==> config.mk <==
export PLATFORM = sky130hd
export DESIGN_NAME = in_unit_buf_flat
export DESIGN_NICKNAME = d
export VERILOG_FILES = /design/src/rtl/in_unit_buf_if.sv /design/src/rtl/in_unit_buf.sv /design/src/flat_wrapper.sv
export SDC_FILE = /design/constraint.sdc
export NUM_CORES = 1
export LEC_CHECK = 0
export BUFFER_PORTS_ARGS = -buffer_cell sky130_fd_sc_hd__buf_2
export CAP_MARGIN = 20
export CELL_PAD_IN_SITES_DETAIL_PLACEMENT = 1
export CELL_PAD_IN_SITES_GLOBAL_PLACEMENT = 1
export CORE_UTILIZATION = 50
export CTS_BUF_LIST = sky130_fd_sc_hd__clkbuf_4 sky130_fd_sc_hd__clkbuf_8
export CTS_CLUSTER_SIZE = 25
export DETAILED_ROUTE_END_ITERATION = 16
export PLACE_DENSITY_LB_ADDON = 0.1
export RECOVER_POWER = 50
export SLEW_MARGIN = 20
export SYNTH_ARGS = -nofsm -noshare
export SYNTH_HDL_FRONTEND = slang
export SYNTH_SLANG_ARGS = --single-unit
==> constraint.sdc <==
create_clock -name clk -period 2.77 [get_ports clk]
set_input_delay 0.277 -clock clk [delete_from_list [all_inputs] [get_ports clk]]
set_output_delay 0.277 -clock clk [all_outputs]
set_load 0.005 [all_outputs]
==> src/rtl/in_unit_buf_if.sv <==
// Handshake and instruction-field interfaces used by in_unit_buf.
// req_if carries a valid/ready pair; inst_if carries the issued opcode bits.

interface req_if;
  logic valid;
  logic ready;

  // Side that raises a request and waits for acceptance.
  modport initiator (output valid, input ready);
  // Side that accepts a request.
  modport target    (input valid, output ready);
endinterface

interface inst_if;
  // op[0]: 0 = GPR destination, 1 = FPR destination; op[1]: 1 = byte read.
  logic [1:0] op;

  modport sink   (input op);
  modport source (output op);
endinterface

==> src/rtl/in_unit_buf.sv <==
// Buffered input-instruction unit: UART bytes enter a DEPTH-byte FIFO and `in`
// instructions pop one byte or one packed word onto the GPR/FPR CDB. Build macro IN_BYTE_READ_EN enables byte reads.

module in_unit_buf #(
  parameter int DEPTH      = 16,
  parameter bit BIG_ENDIAN = 1'b1
) (
  input  logic                     clk,
  input  logic                     rst_n,
  inst_if.sink                     inst,
  req_if.target                    issue_req,
  req_if.initiator                 gpr_cdb_req,
  req_if.initiator                 fpr_cdb_req,
  output logic [31:0]              result,
  input  logic [7:0]               rx_data,
  input  logic                     rx_valid,
  output logic                     rx_ready,
  input  logic                     speculating,
  output logic [$clog2(DEPTH):0]   fifo_count
);

  localparam int PW = $clog2(DEPTH);
  localparam int CW = PW + 1;

  logic [7:0]    mem [DEPTH];
  logic [PW-1:0] head, tail;
  logic [CW-1:0] count, count_next, need, pop_n;
  logic          byte_rd, avail, push, fire, dest_ok;
  logic [7:0]    word_b [4];
  logic [31:0]   word;

`ifdef IN_BYTE_READ_EN
  assign byte_rd = inst.op[1];
`else
  // Every read is a word read; op[1] is deliberately ignored.
  logic unused_op1;
  assign unused_op1 = inst.op[1];
  assign byte_rd    = 1'b0;
`endif

  assign need     = byte_rd ? CW'(1) : CW'(4);
  assign avail    = (count >= need);
  assign dest_ok  = issue_req.valid && avail && !speculating;

  assign gpr_cdb_req.valid = dest_ok && !inst.op[0];
  assign fpr_cdb_req.valid = dest_ok &&  inst.op[0];

  assign fire = (gpr_cdb_req.valid && gpr_cdb_req.ready) ||
                (fpr_cdb_req.valid && fpr_cdb_req.ready);
  assign issue_req.ready = fire;

  // rx_ready looks only at count, so a full FIFO refuses a byte even while popping.
  assign rx_ready   = (count < CW'(DEPTH));
  assign push       = rx_valid && rx_ready;
  assign fifo_count = count;

  assign pop_n      = fire ? need : '0;
  assign count_next = count + CW'(push) - pop_n;

  // NOTE: every variable driven in always_comb gets a value on every path,
  // otherwise synthesis infers a latch.
  always_comb begin
    for (int i = 0; i < 4; i++) begin
      word_b[i] = mem[head + PW'(i)];
    end
    word = BIG_ENDIAN ? {word_b[0], word_b[1], word_b[2], word_b[3]}
                      : {word_b[3], word_b[2], word_b[1], word_b[0]};
  end

`ifdef IN_BYTE_READ_EN
  assign result = byte_rd ? {24'h0, word_b[0]} : word;
`else
  assign result = word;
`endif

  // NOTE: storage carries no reset; only the pointers and count define what
  // is valid, so clearing the array would just cost reset fan-out.
  always_ff @(posedge clk) begin
    if (push) begin
      mem[tail] <= rx_data;
    end
  end

  // NOTE: state registers use non-blocking assignments so every flop samples
  // pre-edge values regardless of statement order.
  always_ff @(posedge clk or negedge rst_n) begin
    if (!rst_n) begin
      head  <= '0;
      tail  <= '0;
      count <= '0;
    end else begin
      if (push) begin
        tail <= tail + PW'(1);
      end
      if (fire) begin
        head <= head + need[PW-1:0];
      end
      count <= count_next;
    end
  end

endmodule

==> src/flat_wrapper.sv <==
// flat-port wrapper written by rule: the top's interface ports become plain ports
module in_unit_buf_flat 
#(
  parameter int DEPTH      = 16,
  parameter bit BIG_ENDIAN = 1'b1
)
  (clk, rst_n, result, rx_data, rx_valid, rx_ready, speculating, fifo_count, inst_op, issue_req_valid, issue_req_ready, gpr_cdb_req_valid, gpr_cdb_req_ready, fpr_cdb_req_valid, fpr_cdb_req_ready);
  inst_if inst_i ();
  req_if issue_req_i ();
  req_if gpr_cdb_req_i ();
  req_if fpr_cdb_req_i ();
  input  logic clk;
  input  logic rst_n;
  output logic [31:0] result;
  input  logic [7:0] rx_data;
  input  logic rx_valid;
  output logic rx_ready;
  input  logic speculating;
  output logic [$clog2(DEPTH):0] fifo_count;
  input wire logic [$bits(inst_i.op)-1:0] inst_op;
  input wire logic [$bits(issue_req_i.valid)-1:0] issue_req_valid;
  output wire logic [$bits(issue_req_i.ready)-1:0] issue_req_ready;
  output wire logic [$bits(gpr_cdb_req_i.valid)-1:0] gpr_cdb_req_valid;
  input wire logic [$bits(gpr_cdb_req_i.ready)-1:0] gpr_cdb_req_ready;
  output wire logic [$bits(fpr_cdb_req_i.valid)-1:0] fpr_cdb_req_valid;
  input wire logic [$bits(fpr_cdb_req_i.ready)-1:0] fpr_cdb_req_ready;
  assign inst_i.op = inst_op;
  assign issue_req_i.valid = issue_req_valid;
  assign issue_req_ready = issue_req_i.ready;
  assign gpr_cdb_req_valid = gpr_cdb_req_i.valid;
  assign gpr_cdb_req_i.ready = gpr_cdb_req_ready;
  assign fpr_cdb_req_valid = fpr_cdb_req_i.valid;
  assign fpr_cdb_req_i.ready = fpr_cdb_req_ready;
  in_unit_buf #(.DEPTH(DEPTH), .BIG_ENDIAN(BIG_ENDIAN)) u_core (.clk(clk), .rst_n(rst_n), .inst(inst_i), .issue_req(issue_req_i), .gpr_cdb_req(gpr_cdb_req_i), .fpr_cdb_req(fpr_cdb_req_i), .result(result), .rx_data(rx_data), .rx_valid(rx_valid), .rx_ready(rx_ready), .speculating(speculating), .fifo_count(fifo_count));
endmodule
# Yosys cells after proc, flatten, opt, wreduce, memory -nomap -nowiden
# Memories as Yosys holds them, arrays and structs flattened.
# Cells that the tools add are included.
word_totals:
  register_bits: 13
  ramBits: 128
  inputBits: 17
  out_inout_bits: 41
  wordCells: 26
  memories: 1
classes:
  n_addsub: 7
  order_cmp: 2
  mux: 3
  reduce_logical: 10
memory_table:
  columns: ["memory", "depth", "word_bits", "rd", "rd_clocked_by_memory_dff", "write_ports", "line_no", "source"]
  rows:
  - ["u_core.mem", 16, 8, 4, 0, 1, "in_unit_buf.sv:25", "logic [7:0] mem [DEPTH];"]
op_table:
  columns: ["cell", "n"]
  rows:
  - ["adder 4 x 1 -> 4 bit, second input constant", 2]
  - ["adder 4 x 2 -> 4 bit, second input constant", 2]
  - ["logical AND 1 bit", 7]
  - ["adder 5 x 1 -> 5 bit", 1]
  - ["greater-or-equal comparator 5 x 3 -> 1 bit, second input constant", 1]
  - ["< comparator 5 bit, second input constant", 1]
  - ["subtractor 5 bit", 1]
  - ["adder 4 x 3 -> 4 bit, second input constant", 1]
  - ["2-to-1 mux 3 bit", 1]
  - ["logical NOT 1 bit", 2]
  - ["2-to-1 mux 1 bit", 2]
  - ["logical OR 1 bit", 1]

# Depth between registers and ports, before layout
# Gate-level depths: netlist of the first run.
depth:
  ltp_word: 8
  ltp_mapped: 10

# Worst setup path before layout of the first run
# OpenSTA, ideal clock, no wires.
synth_timing:
  kind: "register -> register"
  from: "register u_core.count[4] (netlist: u_core.fifo_count[4])"
  to: "register u_core.count[4] (netlist: u_core.fifo_count[4])"
  arrival_time_ns: 1.923
  t_required_ns: 2.642
  setup_slack_ns: 0.719
  path_stages_with_launch: 11
  n_path_buf: 0
  cell_sequence: "dfrtp_1 -> inv_1 -> ha_1 -> nand2b_1 -> and3_1 -> inv_1 -> ha_1 -> ha_1 -> o21bai_1 -> a21oi_1 -> xor2_1"
synth_via:
  elab_cells_between_ends: 13
  classes_between: "add/sub (2); order compare (2); mux (1); reduce/logical (8)"
synth_lines:
  columns: ["item", "line_no", "source"]
  rows:
  - ["start: declaration", "in_unit_buf.sv:27", "logic [CW-1:0] count, count_next, need, pop_n;"]
  - ["start signal: assignment", "in_unit_buf.sv:98", "count <= count_next;"]
  - ["< comparator 5 bit", "in_unit_buf.sv:53", "assign rx_ready = (count < CW'(DEPTH));"]
  - ["via rx_ready", "flat_wrapper.sv:17", "output logic rx_ready;"]
  - ["logical AND 1 bit", "in_unit_buf.sv:54", "assign push = rx_valid && rx_ready;"]
  - ["adder 5 x 1 -> 5 bit", "in_unit_buf.sv:58", "assign count_next = count + CW'(push) - pop_n;"]
  - ["subtractor 5 bit", "in_unit_buf.sv:58", null]
  - ["via u_core.count_next[4]", "in_unit_buf.sv:27", null]
# The timed path passes the listed nets, and every way through them passes these cells.
# A chain may end at the register's enable or synchronous reset.

# Worst setup path in the final report of the first run
layout_timing:
  from: "register u_core.head[2]"
  to: "output result[7]"
layout_via:
  elab_chain_cells: 2
layout_lines:
  columns: ["item", "line_no", "source"]
  rows:
  - ["start: declaration", "in_unit_buf.sv:26", "logic [PW-1:0] head, tail;"]
  - ["start signal: assignment", "in_unit_buf.sv:96", "head <= head + need[PW-1:0];"]
  - ["adder 4 x 2 -> 4 bit", "in_unit_buf.sv:64", "word_b[i] = mem[head + PW'(i)];"]
  - ["memory read (16 x 8 bit)", null, null]
  - ["end: declaration", "flat_wrapper.sv:14", "output logic [31:0] result;"]
# No other way between the ends.

==> flow_summary.json, run 1 <==
{
  "grtUsageTotal_pct": 20.4,
  "p_total_w": 0.00608,
  "leakagePower_nw": 2.20,
  "cp-end-kind": "output pin",
  "hold_start": "speculating",
  "numCtsBuffers": 17,
  "finalSetupTns_ps": 0,
  "setup_viol": 0,
  "crit_type": "flip-flop to output pin",
  "cellPowerDensity_nw_per_um2": 969,
  "drtPass1Iterations": 4,
  "port-buffer-count": 56,
  "syn_inst": 245,
  "rsz0062_at_grt": "false",
  "via_per_inst": 5.43,
  "grt_pass1_vias": 2800,
  "ant_nets": 0,
  "synth_edf_count": 128,
  "dp_hpwl_mm": 6.32,
  "grt_max_degree": 31,
  "cts_tree": "yes",
  "clk_pin_slew_ps": 80,
  "startpoint_type": "flip-flop",
  "pin_count": 58,
  "die-area_sq_um": 11300,
  "synth_warnings": 0,
  "drive_gt1_share_pct": 32.5,
  "fin_cells": 465,
  "area_delta_synth_final_pct": 15.3,
  "cap_violations": 0,
  "final_cell_mix": "edfxtp_1 (128), buf_2 (42), mux4_2 (28), clkbuf_8 (17), and2_1 (16)",
  "ir_drop_uv": 511,
  "final_common_cell": "edfxtp_1",
  "period_needed_ps": 2400,
  "wl_per_cell_microns": 22.1,
  "ys_types": 26,
  "fin_nets": 345,
  "syn_area_per_cell_sq_um": 22.2,
  "diodes": 0,
  "synthFlopType": "edfxtp_1",
  "slowest_stage": "dfrtp_2",
  "cp.arrival_ps": 2120,
  "clockRootBuffer": "clkbuf_8",
  "hp-class": "input port to flip-flop",
  "final_max_slew_viol_count": 0,
  "worst_pin_slew_ps": 875,
  "clock.fmax_ghz": 0.417,
  "numClockSinks": 139,
  "async_reset_ff_share_pct": 7.91,
  "outcome": "finished, final reports clean",
  "path_cells": "buf_4, mux4_1, buf_2",
  "grt_pass1_wl_mm": 15.9,
  "syn_nets": 274,
  "finClkSkew_ps": 10.1,
  "finalHoldViolCount": 0,
  "die_height_microns": 106,
  "antenna_found_initial": 0,
  "synth_seq_cells": 139,
  "synth.yosys.seq_area_share_pct": 75.7,
  "fin_crit_sh_pct": 86.6,
  "slew_headroom_pct": 41.7,
  "syn_area_sq_um": 5440,
  "core_sq_um": 10400,
  "slowest_delay_ps": 720,
  "startpoint": "u_core.head[2]",
  "crit_fanout": 16,
  "gp_congestion": 0.681,
  "drc": 0,
  "initialDrtViolationCount": 135,
  "fin_area_sq_um": 6270,
  "clock_path_buffers": 2,
  "place_inst": 432,
  "clkLatencyLatePin_ps": 430,
  "grt_overflow": 0,
  "start_util_pct": 52.2,
  "vias": 2523,
  "wirelength_mm": 10.3,
  "dpl_cell_area_sq_um": 5830,
  "rows": 37,
  "reg2reg_from": "u_core.fifo_count[4]",
  "dieWidth_microns": 106,
  "cts_setup_buffers": 0,
  "cp.required_ps": 2490,
  "htreeDepth": 4
}
[stage by stage]
step	setup slack (ps)	utilization (%)	hold slack [ps]
4_1_cts	288	60.4	152
6_report	371	60.2	177
5_1_grt	189	60.2	188
3_3_place_gp	643	56.0	173
3_5_place_dp	564	56.0	176
2_1_floorplan	719	-	-18.6
[critical path, delay by kind of cell (launching register included)]
| family | cells | cell delay (ps) |
|---|---|---|
| buffers and inverters | 2 | 420 |
| flip-flops | 1 | 720 |
| multiplexers | 1 | 560 |
[synthesized netlist by cell type (2+ instances only)]
cell type / instances / area (sq um)
edfxtp_1: 128 / 3840
mux4_2: 28 / 631
and2_1: 17 / 106
ha_1: 12 / 150
dfrtp_1: 11 / 275
inv_1: 9 / 33.8
xnor2_1: 5 / 43.8
mux4_1: 4 / 105
and3_1: 3 / 18.8
buf_12: 3 / 60.1
buf_2: 3 / 15.0
nor2b_1: 3 / 18.8
xor2_1: 3 / 26.3
and3b_1: 2 / 17.5
nand2_1: 2 / 7.51
nand4_1: 2 / 12.5
[path summary, 6_finish.rpt]
| kind | to | slack [ps] | depth (start not counted) |
|---|---|---|---|
| min reg2reg | u_core.fifo_count[0] | 520 | 1 |
| max | result[7] | 370 | 3 |
| min in group asynchronous | u_core.fifo_count[1] | 390 | 2 |
| max reg2reg | u_core.fifo_count[4] | 580 | 10 |
| max in group asynchronous | u_core.head[2] | 1910 | 2 |
| min | u_core.head[3] | 180 | 4 |
[sequential cells by signal, indices dropped and copies added (netlist names)]
name and count:
u_core.head 2, u_core.fifo_count 5, u_core.mem 128, u_core.tail 4
[layer usage]
metal	up-vias	global-route usage (%)	wire length (microns)
li1	1127	-	-
met1	1322	26.4	4480
met2	66	33.1	5290
met3	8	5.33	368
met4	0	8.04	128
met5	-	0	0
[where the power goes]
| part | switching, W | leakage, nW | internal (W) | total (W) |
|---|---|---|---|---|
| Sequential | 0.000169 | 1.28 | 0.00250 | 0.00267 |
| Clock | 0.000746 | 0.226 | 0.00108 | 0.00183 |
| Combinational | 0.000736 | 0.687 | 0.000840 | 0.00158 |
[cell families (layout without fill, tap and decap cells)]
| kind of cell | Yosys count | in the layout | share of synthesized area [%] |
|---|---|---|---|
| compound gates | 4 | 4 | 0.460 |
| buf+inv | 18 | 102 | 2.42 |
| flops | 139 | 139 | 75.7 |
| mux | 33 | 33 | 13.7 |
| xor+xnor | 8 | 8 | 1.29 |
| simple gates | 31 | 31 | 3.59 |
| fa+ha+maj | 12 | 12 | 2.76 |
[area by class of cell]
cell class | count | area (sq um)
fillers | 911 | 4150
flip-flops and latches | 139 | 4120
multi-input cells | 88 | 1190
repair buffers | 61 | 312
clock buffers | 19 | 249
clock inverters | 13 | 199
well taps | 136 | 170
inverters | 9 | 33.8
[repair_timing]
action	in CTS	in global routing
endpoints found under the setup margin	0	0
hold endpoints to repair	11	0
hold buffers	1	0
gates resized for setup	0	0
No activity file was read; power rests on OpenSTA's default activity.
==> inputs of run 2 (changes only) <==
--- a/config.mk
+++ b/config.mk
@@ -10,7 +10,7 @@
 export CELL_PAD_IN_SITES_DETAIL_PLACEMENT = 1
 export CELL_PAD_IN_SITES_GLOBAL_PLACEMENT = 1
 export CORE_UTILIZATION = 50
-export CTS_BUF_LIST = sky130_fd_sc_hd__clkbuf_4 sky130_fd_sc_hd__clkbuf_8
+export CTS_BUF_LIST = sky130_fd_sc_hd__clkbuf_8
 export CTS_CLUSTER_SIZE = 25
 export DETAILED_ROUTE_END_ITERATION = 16
 export PLACE_DENSITY_LB_ADDON = 0.1
==> flow_summary.json, run 2 (synthesis gave the netlist of run 1 again) <==
{
  "dpl_worst_slack_ps": 564,
  "p_total_w": 0.00605,
  "hold_depth": 4,
  "cts_setup_buffers": 0,
  "post-route-util_pct": 60.1,
  "ir_drop_uv": 511,
  "fin_crit_sh_pct": 86.9,
  "final_cell_mix": "edfxtp_1 (128), buf_2 (42), mux4_2 (28), clkbuf_8 (17), and2_1 (16)",
  "outcome": "finished, final reports clean",
  "ant_nets": 0,
  "initialDrtViolationCount": 156,
  "hp-class": "input port to flip-flop",
  "period_needed_ps": 2410,
  "drc": 0,
  "cap_violations": 0,
  "drtPass1Iterations": 4,
  "leakagePower_nw": 2.20,
  "clk_pin_slew_ps": 80,
  "final.setup.worst_slack_ps": 363,
  "crit_fanout": 16,
  "rsz0062_at_grt": "false",
  "startpoint_type": "flip-flop",
  "cellPowerDensity_nw_per_um2": 966,
  "top_usage_layer": "met2",
  "setup_viol": 0,
  "area_delta_synth_final_pct": 15.2,
  "gp_congestion": 0.681,
  "clkLatencyLatePin_ps": 430,
  "power_switching_w": 0.00165,
  "dp_hpwl_mm": 6.32,
  "clock_path_buffers": 2,
  "cts_tree": "yes",
  "wirelength_mm": 10.2,
  "slew_headroom_pct": 41.9,
  "diodes": 0,
  "numCtsBuffers": 17,
  "port-buffer-count": 56,
  "die_height_microns": 106,
  "die-area_sq_um": 11300,
  "clockRootBuffer": "clkbuf_8",
  "r2r_slack_ps": 580,
  "htreeDepth": 4,
  "r2r-end": "u_core.fifo_count[4]",
  "cp.arrival_ps": 2130,
  "min_to": "u_core.head[3]",
  "vias": 2520,
  "pin_count": 58,
  "antenna_found_initial": 0,
  "finalSetupTns_ps": 0,
  "n_fill_cell": 912,
  "largest_reg_flops": 128,
  "cp.required_ps": 2490,
  "finClkSkew_ps": 9.32,
  "fin_cells": 465,
  "numClockSinks": 139,
  "finalHoldViolCount": 0,
  "reg2reg_from": "u_core.fifo_count[4]",
  "use_met3_pct": 5.15,
  "drive_gt1_share_pct": 31.9,
  "place_inst": 432,
  "start_util_pct": 52.2,
  "grt_overflow": 0,
  "wl_per_cell_microns": 21.9,
  "grt_use_met1_pct": 26.5,
  "fin_nets": 345,
  "final_common_cell": "edfxtp_1",
  "grt_util_met2_pct": 32.8,
  "cp-end-kind": "output pin",
  "grt_pass1_vias": 2799,
  "final_max_slew_viol_count": 0,
  "r2r_cells": 10,
  "grt_max_degree": 31,
  "pwr-share-clk_pct": 29.9,
  "crit_type": "flip-flop to output pin",
  "rows": 37,
  "comb_power_share_pct": 26.0,
  "worst_pin_slew_ps": 872,
  "power_frac_seq_pct": 44.1,
  "multi_input_area_sq_um": 1190,
  "via_per_inst": 5.42,
  "clock.fmax_ghz": 0.415,
  "grt_pass1_wl_mm": 15.9,
  "grtUsageTotal_pct": 20.4,
  "dieWidth_microns": 106,
  "hold_start": "speculating",
  "p_int_w": 0.00440,
  "register_area_sq_um": 4120,
  "core_sq_um": 10400,
  "swShare_pct": 27.3,
  "largest_register": "u_core.mem"
}
run 2: cell types whose count changed in the layout (fill, tap and decap cells not counted):
cell | before | now
clkbuf_4 | 2 | 0
inv_1 | 9 | 11
run 2: how the worst max path moves through the flow:
stage | start | to | slack, ps
2_1_floorplan | u_core.fifo_count[4] | u_core.fifo_count[4] | 720
3_3_place_gp | u_core.fifo_count[4] | u_core.fifo_count[4] | 640
3_5_place_dp | u_core.fifo_count[4] | u_core.fifo_count[4] | 560
4_1_cts | u_core.head[2] | result[7] | 290
5_1_grt | u_core.head[2] | result[7] | 190
6_report | u_core.head[2] | result[7] | 360
run 2: area by class of cell:
| class | instances | area share, % |
|---|---|---|
| clock buffer | 17 | 3.74 |
| clock inverter | 15 | 3.30 |
| inverter | 9 | 0.539 |
| multi-input combinational | 88 | 19.0 |
| sequential | 139 | 65.8 |
| tap | 136 | 2.72 |
| timing repair buffer | 61 | 4.97 |
run 2: power groups by stage:
stage	registers (W)	logic, W	clock network, W
floorplan	0.00262	0.00120	0
global placement	0.00271	0.00157	0
detailed placement	0.00272	0.00162	0
CTS	0.00268	0.00163	0.00184
global route	0.00271	0.00175	0.00191
finish	0.00267	0.00157	0.00181
run 2: worst max-delay path, cell delays in order (launching register included):
cell and delay [ps]:
dfrtp_2 720, buf_4 270, mux4_1 560, buf_2 150
run 2: layer usage:
layer | routed length, microns | share of wire, % | up-vias
met5 | 0 | 0 | -
met4 | 192 | 1.9 | 0
met3 | 434 | 4.3 | 15
met2 | 5160 | 51 | 65
met1 | 4410 | 43 | 1311
li1 | - | - | 1129
run 2: what timing repair did:
action	in CTS	in global routing
gates resized for setup	0	0
hold buffers	1	0
hold endpoints to repair	11	0
run 2: metrics by stage:
stage | hold slack [ps] | area, sq um
global route | 187 | 6260
CTS | 149 | 6280
detailed placement | 176 | 5830
global placement | 173 | 5830
floorplan | -18.6 | 5440
finish | 171 | 6260
==> inputs of run 3 (changes only) <==
--- a/config.mk
+++ b/config.mk
@@ -9,13 +9,11 @@
 export CAP_MARGIN = 20
 export CELL_PAD_IN_SITES_DETAIL_PLACEMENT = 1
 export CELL_PAD_IN_SITES_GLOBAL_PLACEMENT = 1
-export CORE_UTILIZATION = 50
+export CORE_UTILIZATION = 35
 export CTS_BUF_LIST = sky130_fd_sc_hd__clkbuf_8
 export CTS_CLUSTER_SIZE = 25
 export DETAILED_ROUTE_END_ITERATION = 16
 export PLACE_DENSITY_LB_ADDON = 0.1
-export RECOVER_POWER = 50
-export SLEW_MARGIN = 20
 export SYNTH_ARGS = -nofsm -noshare
 export SYNTH_HDL_FRONTEND = slang
 export SYNTH_SLANG_ARGS = --single-unit
==> flow_summary.json, run 3 (synthesis gave the netlist of run 1 again) <==
{
  "numClockSinks": 139,
  "dpl_cell_area_sq_um": 5910,
  "finalHoldViolCount": 0,
  "die-area_sq_um": 16000,
  "ant_nets": 0,
  "start_util_pct": 35.8,
  "wl_per_cell_microns": 20.4,
  "largest_reg_flops": 128,
  "period_needed_ps": 2180,
  "numCtsBuffers": 17,
  "grt_pass1_vias": 2784,
  "core_sq_um": 15200,
  "final_common_cell": "edfxtp_1",
  "path_cells": "inv_1, ha_1, nand2b_1, and3_1, inv_1, ha_1, ha_1, o21bai_1, a21oi_1, xor2_1",
  "drtPass1Iterations": 4,
  "gp_congestion": 0.659,
  "largest_register": "u_core.mem",
  "grt_overflow": 0,
  "timing.hold.ws_ps": 201,
  "finClkSkew_ps": 7.93,
  "drc": 0,
  "rsz0062_at_grt": "false",
  "p_total_w": 0.00627,
  "startpoint_type": "flip-flop",
  "via_per_inst": 4.82,
  "leakagePower_nw": 2.26,
  "cts_tree": "yes",
  "clockRootBuffer": "clkbuf_8",
  "antenna_found_initial": 0,
  "grt_pass1_wl_mm": 16.3,
  "crit_fanout": 4,
  "n_fill_cell": 1457,
  "slowest_delay_ps": 380,
  "path_buf_inv": 2,
  "cp.arrival_ps": 2500,
  "setup_viol": 0,
  "slowest_stage": "dfrtp_1",
  "vias": 2495,
  "ir_drop_uv": 392,
  "fin_crit_sh_pct": 78.5,
  "cp-end-kind": "flip-flop",
  "outcome": "finished, final reports clean",
  "finalSetupTns_ps": 0,
  "critPathMostFrequentCell": "ha_1",
  "fin_area_sq_um": 6400,
  "pin_count": 58,
  "cp.required_ps": 3090,
  "drive_gt1_share_pct": 36.4,
  "rows": 45,
  "port-buffer-count": 56,
  "area_delta_synth_final_pct": 17.7,
  "initialDrtViolationCount": 126,
  "htreeDepth": 4,
  "clock_path_buffers": 2,
  "fin_cells": 518,
  "grtUsageTotal_pct": 14.6,
  "fin_nets": 346,
  "wirelength_mm": 10.6,
  "cellPowerDensity_nw_per_um2": 980,
  "multi_input_area_sq_um": 1190,
  "clkLatencyLatePin_ps": 440,
  "crit_type": "flip-flop to flip-flop",
  "diodes": 0,
  "clock.fmax_ghz": 0.460,
  "clk_pin_slew_ps": 70,
  "grt_max_degree": 23,
  "hp-class": "input port to flip-flop",
  "cap_violations": 0,
  "die_height_microns": 127,
  "place_inst": 485,
  "dp_hpwl_mm": 6.54,
  "worst_pin_slew_ps": 489,
  "register_area_sq_um": 4120,
  "slew_headroom_pct": 67.4,
  "dieWidth_microns": 127,
  "final_max_slew_viol_count": 0,
  "final_cell_mix": "edfxtp_1 (128), buf_2 (56), mux4_2 (28), and2_1 (17), clkbuf_8 (17)",
  "crit_family": "adder cells"
}
[run 3: cell count changes in the layout (fill, tap and decap cells not counted), sizes merged]
cell and change:
bufinv +2, buf +16, clkbuf -15, inv -2
[run 3: repair_timing]
action,4_1_cts,5_1_grt
resized for setup,0,0
hold endpoints to repair,11,0
setup buffers,0,0
hold buffers,1,0
[run 3: per-layer routing]
metal  global-route usage, %  routed length (microns)
met5                       0                        0
met4                    7.02                      171
met3                    3.92                      328
met2                    23.4                     5130
met1                    18.5                     4940
[run 3: through the flow]
stage | util (%) | setup slack [ps]
floorplan | - | 719
global placement | 38.9 | 612
detailed placement | 38.9 | 578
CTS | 42.1 | 520
global route | 42.1 | 423
finish | 42.1 | 595
[run 3: final timing paths]
kind,slack (ps),end,cells past startpoint,start
setup / recovery,590,u_core.fifo_count[4],10,u_core.fifo_count[4]
hold / removal,200,u_core.head[3],4,speculating
setup reg to reg,590,u_core.fifo_count[4],10,u_core.fifo_count[4]
hold reg to reg,510,u_core.fifo_count[0],1,u_core.fifo_count[0]
max in group asynchronous,2300,u_core.head[2],2,rst_n
min in group asynchronous,240,u_core.fifo_count[4],2,rst_n
[run 3: report_power, final]
part           switching (W)  leakage (nW)  internal (W)
logic               0.000809         0.735      0.000863
clock network       0.000758         0.238       0.00124
registers           0.000104          1.28       0.00250
total                0.00167          2.26       0.00460
[run 3: layout make-up]
class	count	area share (%)
tap	188	3.67
timing repair buffer	62	5.32
clock buffer	17	3.65
sequential	139	64.4
inverter	9	0.528
clock inverter	15	3.93
multi-input combinational	88	18.5
[run 3: tightest hold or removal path, stage by stage]
cell	delay, ps
buf_2	80
nor2b_1	50
nand4_1	120
xnor2_1	70
